==> config.mk <==
export PLATFORM = sky130hd
export DESIGN_NAME = alu_mdu_seq
export DESIGN_NICKNAME = d
export VERILOG_FILES = /design/src/rtl/alu_mdu_seq.sv
export SDC_FILE = /design/constraint.sdc
export NUM_CORES = 1
export LEC_CHECK = 0
export CORE_UTILIZATION = 28
export DETAILED_ROUTE_END_ITERATION = 10
export PLACE_DENSITY = 0.4
export SLEW_MARGIN = 10
export SYNTH_ARGS = -nofsm -noshare
export SYNTH_HDL_FRONTEND = slang
export SYNTH_SLANG_ARGS = --single-unit
==> constraint.sdc <==
create_clock -name clk -period 6.1 [get_ports clk]
set_clock_uncertainty 0.05 [all_clocks]
set_input_delay 0.915 -clock clk [delete_from_list [all_inputs] [get_ports clk]]
set_output_delay 0.915 -clock clk [all_outputs]
set_load 0.01 [all_outputs]
==> src/rtl/alu_mdu_seq.sv <==
// alu_mdu_seq: execute-stage ALU with a registered result, valid/ready handshake
// and an iterative RV32M-style multiply/divide unit.
//
// Ports:
//   clk, rst_n         rising-edge clock, asynchronous active-low reset
//   i_flush            synchronous abort of any in-flight op and pending result
//   in_valid/in_ready  operand handshake; an op is taken when both are high
//   i_1, i_2           operands A and B (XLEN bits)
//   aluSel             5-bit operation code
//   out_valid/out_ready result handshake; result is held while not consumed
//   result, zero_flag  registered result and its "equals zero" flag
//
// Single-cycle ops (and divide special cases) write the result register in
// the accept cycle. Multiply/divide latch operand magnitudes, iterate
// XLEN/UNROLL cycles in ITER, then apply the sign correction in FIX.
module alu_mdu_seq #(
  parameter int XLEN   = 32,
  parameter int UNROLL = 1
) (
  input  logic            clk,
  input  logic            rst_n,
  input  logic            i_flush,
  input  logic            in_valid,
  output logic            in_ready,
  input  logic [XLEN-1:0] i_1,
  input  logic [XLEN-1:0] i_2,
  input  logic [4:0]      aluSel,
  output logic            out_valid,
  input  logic            out_ready,
  output logic [XLEN-1:0] result,
  output logic            zero_flag
);

  localparam int SHW   = $clog2(XLEN);
  localparam int ITERS = XLEN / UNROLL;
  localparam int CW    = $clog2(ITERS + 1);
  localparam logic [XLEN-1:0] MIN_NEG = {1'b1, {(XLEN-1){1'b0}}};

  typedef enum logic [1:0] {IDLE, ITER, FIX, DONE} state_t;

  state_t state, state_next;

  logic            accept, is_multi, is_div, div_by_zero, div_ovf, special, start_iter;
  logic [SHW-1:0]  shamt;
  logic [XLEN-1:0] one_cycle_val, fix_val;
  logic            sign_a, sign_b, neg_next;
  logic [XLEN-1:0] mag_a, mag_b;

  logic [XLEN-1:0] acc, lo, dvsr;
  logic [2:0]      op_q;
  logic            neg_q;
  logic [CW-1:0]   cnt;

  logic [XLEN-1:0]   it_acc, it_lo, addend;
  logic [XLEN:0]     sum, shifted;
  logic [2*XLEN-1:0] prod, prod_fix;

  assign shamt       = i_2[SHW-1:0];
  assign accept      = in_valid && in_ready && !i_flush;
  assign is_multi    = (aluSel[4:3] == 2'b10);
  assign is_div      = is_multi && aluSel[2];
  assign div_by_zero = (i_2 == '0);
  // Signed overflow exists only for DIV/REM (10100 / 10110)
  assign div_ovf     = is_div && !aluSel[0] && (i_1 == MIN_NEG) && (i_2 == '1);
  assign special     = is_div && (div_by_zero || div_ovf);
  assign start_iter  = accept && is_multi && !special;

  // State register
  always_ff @(posedge clk or negedge rst_n) begin
    if (!rst_n) state <= IDLE;
    else        state <= state_next;
  end

  // Next-state logic; DONE accepts a new op in the cycle its result is consumed
  always_comb begin
    state_next = state;
    if (i_flush) begin
      state_next = IDLE;
    end else begin
      case (state)
        ITER: if (cnt == CW'(ITERS - 1)) state_next = FIX;
        FIX:  state_next = DONE;
        default: begin
          if (accept)                          state_next = start_iter ? ITER : DONE;
          else if (state == DONE && out_ready) state_next = IDLE;
        end
      endcase
    end
  end

  // Handshake outputs
  always_comb begin
    out_valid = (state == DONE);
    in_ready  = (state == IDLE) || ((state == DONE) && out_ready);
  end

  // Single-cycle results, including the divide special cases
  always_comb begin
    one_cycle_val = '0;
    case (aluSel)
      5'b00000: one_cycle_val = i_1 & i_2;
      5'b00001: one_cycle_val = i_1 | i_2;
      5'b01001: one_cycle_val = i_1 ^ i_2;
      5'b00010: one_cycle_val = i_1 + i_2;
      5'b00011: one_cycle_val = i_1 - i_2;
      5'b00100: one_cycle_val = XLEN'(i_1 < i_2);
      5'b01011: one_cycle_val = XLEN'($signed(i_1) < $signed(i_2));
      5'b00101: one_cycle_val = i_2;
      5'b00111: one_cycle_val = (i_2 << 12) + i_1;
      5'b01000: one_cycle_val = i_1 << shamt;
      5'b01010: one_cycle_val = i_1 >> shamt;
      5'b01100: one_cycle_val = $unsigned($signed(i_1) >>> shamt);
      5'b10100: one_cycle_val = div_by_zero ? '1 : MIN_NEG;
      5'b10101: one_cycle_val = '1;
      5'b10110: one_cycle_val = div_by_zero ? i_1 : '0;
      5'b10111: one_cycle_val = i_1;
      default:  one_cycle_val = '0;
    endcase
  end

  // Operand signedness and final negation flag for the iterative path
  always_comb begin
    sign_a = 1'b0;
    sign_b = 1'b0;
    case (aluSel[2:0])
      3'b001, 3'b100, 3'b110: begin
        sign_a = i_1[XLEN-1];
        sign_b = i_2[XLEN-1];
      end
      3'b010:  sign_a = i_1[XLEN-1];
      default: ;
    endcase
    mag_a    = sign_a ? -i_1 : i_1;
    mag_b    = sign_b ? -i_2 : i_2;
    // Remainder takes the dividend's sign; everything else the product of signs
    neg_next = (aluSel[2:0] == 3'b110) ? sign_a : (sign_a ^ sign_b);
  end

  // UNROLL steps of shift-add multiply or restoring divide.
  // Multiply: acc = high half, lo = multiplier shifting out / product low half.
  // Divide:   acc = partial remainder, lo = dividend shifting out / quotient.
  always_comb begin
    it_acc  = acc;
    it_lo   = lo;
    addend  = '0;
    sum     = '0;
    shifted = '0;
    for (int k = 0; k < UNROLL; k++) begin
      if (!op_q[2]) begin
        addend = it_lo[0] ? dvsr : '0;
        sum    = {1'b0, it_acc} + {1'b0, addend};
        it_lo  = {sum[0], it_lo[XLEN-1:1]};
        it_acc = sum[XLEN:1];
      end else begin
        shifted = {it_acc, it_lo[XLEN-1]};
        it_lo   = {it_lo[XLEN-2:0], 1'b0};
        if (shifted >= {1'b0, dvsr}) begin
          it_acc   = shifted[XLEN-1:0] - dvsr;
          it_lo[0] = 1'b1;
        end else begin
          it_acc = shifted[XLEN-1:0];
        end
      end
    end
  end

  // Sign correction and result selection applied in FIX
  always_comb begin
    prod     = {acc, lo};
    prod_fix = neg_q ? -prod : prod;
    case (op_q)
      3'b000:                 fix_val = prod_fix[XLEN-1:0];
      3'b001, 3'b010, 3'b011: fix_val = prod_fix[2*XLEN-1:XLEN];
      3'b100, 3'b101:         fix_val = neg_q ? -lo : lo;
      default:                fix_val = neg_q ? -acc : acc;
    endcase
  end

  // Iteration registers and the registered result
  always_ff @(posedge clk or negedge rst_n) begin
    if (!rst_n) begin
      acc       <= '0;
      lo        <= '0;
      dvsr      <= '0;
      op_q      <= '0;
      neg_q     <= 1'b0;
      cnt       <= '0;
      result    <= '0;
      zero_flag <= 1'b1;
    end else begin
      if (start_iter) begin
        acc   <= '0;
        lo    <= mag_a;
        dvsr  <= mag_b;
        op_q  <= aluSel[2:0];
        neg_q <= neg_next;
        cnt   <= '0;
      end else if (state == ITER) begin
        acc <= it_acc;
        lo  <= it_lo;
        cnt <= cnt + CW'(1);
      end

      if (accept && !start_iter) begin
        result    <= one_cycle_val;
        zero_flag <= (one_cycle_val == '0);
      end else if (state == FIX && !i_flush) begin
        result    <= fix_val;
        zero_flag <= (fix_val == '0);
      end
    end
  end

endmodule

==> summary.log <==
INFO  cts            cts.hold.buffers_added=0
INFO  cts            tritoncts.num_buffers=17
INFO  floorplan      floorplan.rows=109
INFO  floorplan      die-area=0.0916mm²
INFO  synth          synth_top_flop_cell=dfrtp_1
INFO  sta            slew_at_the_pin_closest_to_its_max_slew_limit=1.27ns
INFO  global_route   gr-total-overflow=0
INFO  floorplan      fp.dieW=303µm
INFO  sta            finalHoldViolCount=0
INFO  setup_path     crit_slowest_cell=clkdlybuf4s50_1
INFO  power          power_density=406mW/mm²
INFO  cts            cts.sinks=141
INFO  synth          avgSynthCellArea=7.17µm²
INFO  min_path       worstHoldPathType=in -> async
INFO  sta            grt_setup_unrepaired=false
INFO  cts            clockRootBuffer=clkbuf_16
INFO  place          gpl.final_weighted_congestion=1.08
INFO  synth          synthDominantAreaCellType=dfrtp_1
INFO  finish         flow.area_growth_from_synthesis=16.1%
INFO  routing        wl=159mm
INFO  routing        met1Wirelength=66.5mm
INFO  cts            cts.htree.levels=4
INFO  sta            final_critical_path_share_of_the_clock_period=98.8%
INFO  sta            timing.fmax=166MHz
INFO  floorplan      die_y=303µm
INFO  finish         final_nets=3918
INFO  routing        top_signal_layer_used=met5
INFO  sta            worst_slew_margin_rel=14.8%
INFO  place          dp_hpwl=126mm
INFO  floorplan      start_util=28.5%
INFO  cts            post_cts_setup_inserts=0
INFO  routing        met2WireLength=69.7mm
INFO  synth          synth-seq-cells=141
INFO  setup_path     cp_num_buf_inv=1
INFO  power          p_clk_share=9.2%
INFO  run_status     status=finished clean
INFO  setup_path     worstPathRequired=6.43ns
INFO  place          placement.io_buffers=108
INFO  floorplan      design.core.area=0.0889mm²
INFO  synth          post_synth_inst_count=3529
INFO  synth          synthMostInstantiatedCell=nand2_1
INFO  power          static-leakage-power=0.0119µW
INFO  setup_path     critical_path.max_stage_delay=0.86ns
INFO  setup_path     critical_path.max_fanout=6
INFO  synth          mappedNetlistNets=3801
INFO  finish         finalNonFillerCells=4831
INFO  routing        routed-via-count=30200
INFO  synth          synth_cell_type_count=100
INFO  routing        dr.first_iter.drc_count=3859
INFO  setup_path     timing.setup.critical_path_class=in -> reg
INFO  global_route   grt_first_pass_wirelength=224mm
INFO  setup_path     path_common_cell=and3_1
INFO  routing        drc=0
INFO  setup_path     worstPathCellList=clkdlybuf4s50_1 > or4_1 > or3_1 > o31ai_1 > nand3_1 > and2_0 > o21ai_0 > a211oi_1 > and4b_1 > and3_1 > and3_1 > a41o_1
INFO  sta            final_setup_violation_count=0
INFO  routing        dr.pass1.iters=7
INFO  sta            final.min_clock_period=6.03ns
INFO  power          seqPwrFrac=18.4%
INFO  run            drv_cap=0
INFO  cts            ctsLongestPathBuffers=2
INFO  synth          synth.top_cells.by_area=dfrtp_1 (14%), ha_1 (9.5%), o21ai_0 (5.7%)
INFO  synth          synth_async_sr_flop_share=100%
INFO  global_route   grtUsageTotal=34.2%
INFO  place          placedCellCount=4792
INFO  cts            worst_setup_hold_path_clk_slew=0.07ns
INFO  sta            setup_ws=0.0710ns
INFO  synth          yosys-top-cells-count=nand2_1 (363), nor2_1 (338), o21ai_0 (290)
INFO  finish         final_layout_size_suffix_gt1_share=11.3%
INFO  power          cell_internal_pwr=5310µW
INFO  place          place_worst_setup_slack=-0.0486ns
INFO  synth          synth-warning-count=0
INFO  setup_path     dominant_delay_contributor_by_cell_family_on_the_critical_path=simple AND/OR/NAND/NOR gates
INFO  setup_path     critPathLaunchType=input pin
INFO  global_route   number_of_antenna_violations_at_the_first_check_in_global_routing=10
INFO  synth          synthesis.area=0.0253mm²
INFO  setup_path     critical_path.endpoint_type=register
INFO  cts            clk_latency=0.46ns
INFO  routing        average_detailed_routed_wire_length_per_instance=32.9µm
INFO  cts            cts_tree=done
INFO  power          combinational_power_share=72.4%
INFO  finish         finish.utilization=33.1%
INFO  synth          seq_area_frac_synth=13.9%
INFO  finish         nFillCells=9829
INFO  routing        routed_vias_inst=6.25
INFO  global_route   grt_pass1_vias=28900
INFO  routing        ant_nets=0
INFO  global_route   grt_start_max_net_pins=77
INFO  sta            whs=0.401ns
INFO  power          irDropWorstVdd=0.286mV
INFO  synth          netlist.area_leader.share=13.8%
INFO  synth          synth-edff-count=0
INFO  routing        routed-wl-met3=11.1mm
INFO  cts            ctsResizeCount=0
INFO  power          power.share.switching=55.5%
INFO  floorplan      top_ports=109
INFO  power          netSwitchingPower=6630µW
INFO  setup_path     timing.critical_path.arrival=6.36ns
INFO  sta            drv_slew=0
## through the flow
stage	instance area [µm²]	setup TNS [ns]	power (µW)
global placement	28800	-0.0488	10700
global route	29400	0	12800
finish	29400	0	11900
detailed placement	28800	-0.0486	10700
CTS	29400	0	11900
floorplan	25300	0	7640
## layer usage
| layer | vias to the layer above | global-route usage [%] |
|---|---|---|
| met4 | 8 | 20.9 |
| li1 | 13500 | - |
| met5 | - | 0 |
| met2 | 1567 | 53.6 |
| met1 | 14800 | 44.4 |
| met3 | 402 | 4.92 |
## cell usage in the layout, fill, tap and decap left out, drive strengths merged, types with 62 or more instances in the layout
cell,n
nand2,363
nor2,340
o21ai,294
buf,258
a21oi,250
ha,193
inv,172
dfrtp,140
xnor2,119
clkdlybuf4s50,103
mux2i,97
o211ai,91
nor3,85
nand3,84
a21o,65
a31oi,62
a211oi,62
## logic make-up after synthesis
| group | after synthesis | share of synthesized area, % |
|---|---|---|
| AOI/OAI and AO/OA | 1241 | 32.6 |
| and+or+nand+nor | 1177 | 21.9 |
| buffers and inverters | 432 | 6.85 |
| adders and majority gates | 198 | 9.94 |
| DFF | 141 | 13.9 |
| muxes | 165 | 8.73 |
| xor gates and xnor gates | 175 | 6.06 |
## worst paths after layout
path | slack (ns) | end | depth (start not counted) | start
setup / recovery | 0.07 | zero_flag | 12 | i_2[28]
hold / removal | 0.40 | acc[6] | 1 | rst_n
setup reg to reg | 1.16 | acc[24] | 15 | lo[0]
hold reg to reg | 0.43 | dvsr[19] | 2 | dvsr[19]
max in group asynchronous | 4.38 | op_q[2] | 2 | rst_n
min in group clk | 0.43 | dvsr[19] | 2 | dvsr[19]
## layout make-up
| class | count | area (µm²) | area share, % |
|---|---|---|---|
| well taps | 1165 | 1460 | 4.96 |
| flip-flops and latches | 141 | 3530 | 12.0 |
| multi-input cells | 2956 | 20100 | 68.4 |
| clock inverters | 14 | 148 | 0.502 |
| inverters | 169 | 634 | 2.16 |
| repair buffers | 361 | 3050 | 10.4 |
| diodes | 7 | 17.5 | 0.0596 |
| clock buffers | 18 | 429 | 1.46 |
## worst register-to-register path: stages, from the launching register on
cell	delay (ns)
dfrtp_1	0.48
inv_1	0.32
buf_4	0.39
nor2_1	0.10
ha_1	0.24
or4_1	0.40
o22a_1	0.30
a221oi_1	0.60
a31oi_1	0.32
a41oi_1	0.46
a21oi_1	0.16
a21o_1	0.21
a21oi_1	0.19
xnor2_1	0.14
nor2_1	0.05
a2111oi_0	0.40
## flip-flops by register name, indices dropped and copies added (netlist names)
signal,cells
zero_flag,1
state,2
acc,32
result,32
lo,32
cnt,6
dvsr,32
op_q,3
neg_q,1
## power groups by stage
stage	logic, µW	clock network, µW	registers (µW)
after global placement	8550	0	2200
after CTS	8550	1120	2190
after global routing	9410	1150	2260
after floorplan	5860	0	1780
final	8650	1100	2200
after detailed placement	8490	0	2200
(Power assumes the default switching activity.)
==> patch: new RTL, same flow settings <==
Encoding of `state_t`: now one-hot (4 bits for 4 states).
--- a/src/rtl/alu_mdu_seq.sv
+++ b/src/rtl/alu_mdu_seq.sv
@@ -36,7 +36,7 @@
   localparam int CW    = $clog2(ITERS + 1);
   localparam logic [XLEN-1:0] MIN_NEG = {1'b1, {(XLEN-1){1'b0}}};
 
-  typedef enum logic [1:0] {IDLE, ITER, FIX, DONE} state_t;
+  typedef enum logic [3:0] {IDLE = 4'b0001, ITER = 4'b0010, FIX = 4'b0100, DONE = 4'b1000} state_t;
 
   state_t state, state_next;
 
Behaviour: no difference found for any inputs over 4 cycles, from zero or initial values and one cycle with rst_n low; so few cycles prove little.
==> patch against the unedited design <==
First-iteration DRC count decreased by 4.7%; synthesized area decreased by 0.35%; setup slack improved by 0.22 ns; worst hold slack improved by 0.077 ns; synthesized cell count decreased by 2.8%; cell count decreased by 1.7%; total power decreased by 6.3%; the flow now finishes with violations (design-rule violations); routed wire length decreased by 1.1%; sequential share of layout area increased by 0.11 points; fmax increased by 3.7%; non-clock buffer count increased by 29; final area increased by 0.51%; sequential cell count increased by 2.
==> patch: results (changes against the unedited design) <==
initial antenna violation count=3 (was 10); top cells by count, synth=nor2_1, nand2_1, a21oi_1 (was nand2_1, nor2_1, o21ai_0); Synth Net Count=3697 (was 3801); met2 Track Usage GR=0.546 (was 0.536); Required @ worst endpoint=6.45 ns (was 6.43 ns); DP Worst Slack=-0.322 ns (was -0.0486 ns); Reg2Reg Depth=16 (was 15); Critical Path Source=i_2[5] (was i_2[28]); worst r2r dst=acc[31] (was acc[24]); DP HPWL=127 mm (was 126 mm); max_slew headroom=0.204 (was 0.148); M1 GR Usage=0.436 (was 0.444); failing checks=design-rule violations; cell count after synthesis=3429 (was 3529); DRT iter0 DRCs=3679 (was 3859); crit path time final=5.81 ns (was 6.03 ns); status=finished with violations (was complete, no violations); vias in the first global route=28931 (was 28938); Final Wtd Congestion=1.01 (was 1.08); Nets=3839 (was 3918); met1 wire length=65.7 mm (was 66.5 mm); first-pass GRT wire length=221 mm (was 224 mm); n_diodes=0 (was 7); worst min-delay path class=flip-flop to flip-flop (was input port to async pin); clk_lat worst skew=about 0.47 ns; met2 routed WL=71.8 mm (was 69.7 mm); dpl cell area=29000 µm² (was 28800 µm²); Crit Path Max Fanout=9 (was 6); Reg2Reg Setup Slack=0.94 ns (was 1.16 ns); clock-net power=0.00106 W (was 0.00110 W); GRT Total Usage=0.337 (was 0.342); Yosys cell types=99 (was 100); GR Layer Usage met3=0.0446 (was 0.0492); Largest stage delay, worst path=0.78 ns (was 0.86 ns); drt pass-1 iters=10 (was 7); sequential cell fraction of total power=0.192 (was 0.184); dpl cells=4717 (was 4792); Psw=0.00625 W (was 0.00663 W); largest net degree at the start of global routing=92 (was 77); Seq/Total Area, Yosys=0.142 (was 0.139); average wire per standard cell=33.1 µm (was 32.9 µm); share of cells above drive strength 1=0.131 (was 0.113); Worst VDD drop=0.000235 V (was 0.000286 V); leakage=12.1 nW (was 11.9 nW); met3 routed WL=10.3 mm (was 11.1 mm); DR DRC count=2 (was 0); CTS clk-pin slew, worst paths=0.07 ns (about the same); fillers=9506 (was 9829)
## patch: cell type report
class | instances | area share
Clock buffer | 17 | 0.0144
Tap cell | 1165 | 0.0493
Timing Repair Buffer | 390 | 0.112
Inverter | 168 | 0.0213
Sequential cell | 143 | 0.121
Clock inverter | 15 | 0.00470
Multi-Input combinational cell | 2851 | 0.677
## patch: through the flow
stage               power [W]  hold slack [ns]  setup TNS [ns]
floorplan             0.00703            0.439               0
global placement      0.00997            0.449          -0.425
detailed placement    0.00997            0.462          -0.322
CTS                    0.0111            0.474               0
global route           0.0120            0.501               0
finish                 0.0112            0.478               0
## patch: kinds of logic (layout without fill, tap and decap cells)
| kind of cell | Yosys count | count (layout) | share of synthesized area |
|---|---|---|---|
| compound gates | 1123 | 1123 | 0.299 |
| flops | 143 | 143 | 0.142 |
| simple gates | 1175 | 1175 | 0.228 |
| buf+inv | 435 | 590 | 0.0677 |
| fa+ha+maj | 194 | 194 | 0.0977 |
| xor+xnor | 180 | 180 | 0.0625 |
| mux | 179 | 179 | 0.104 |
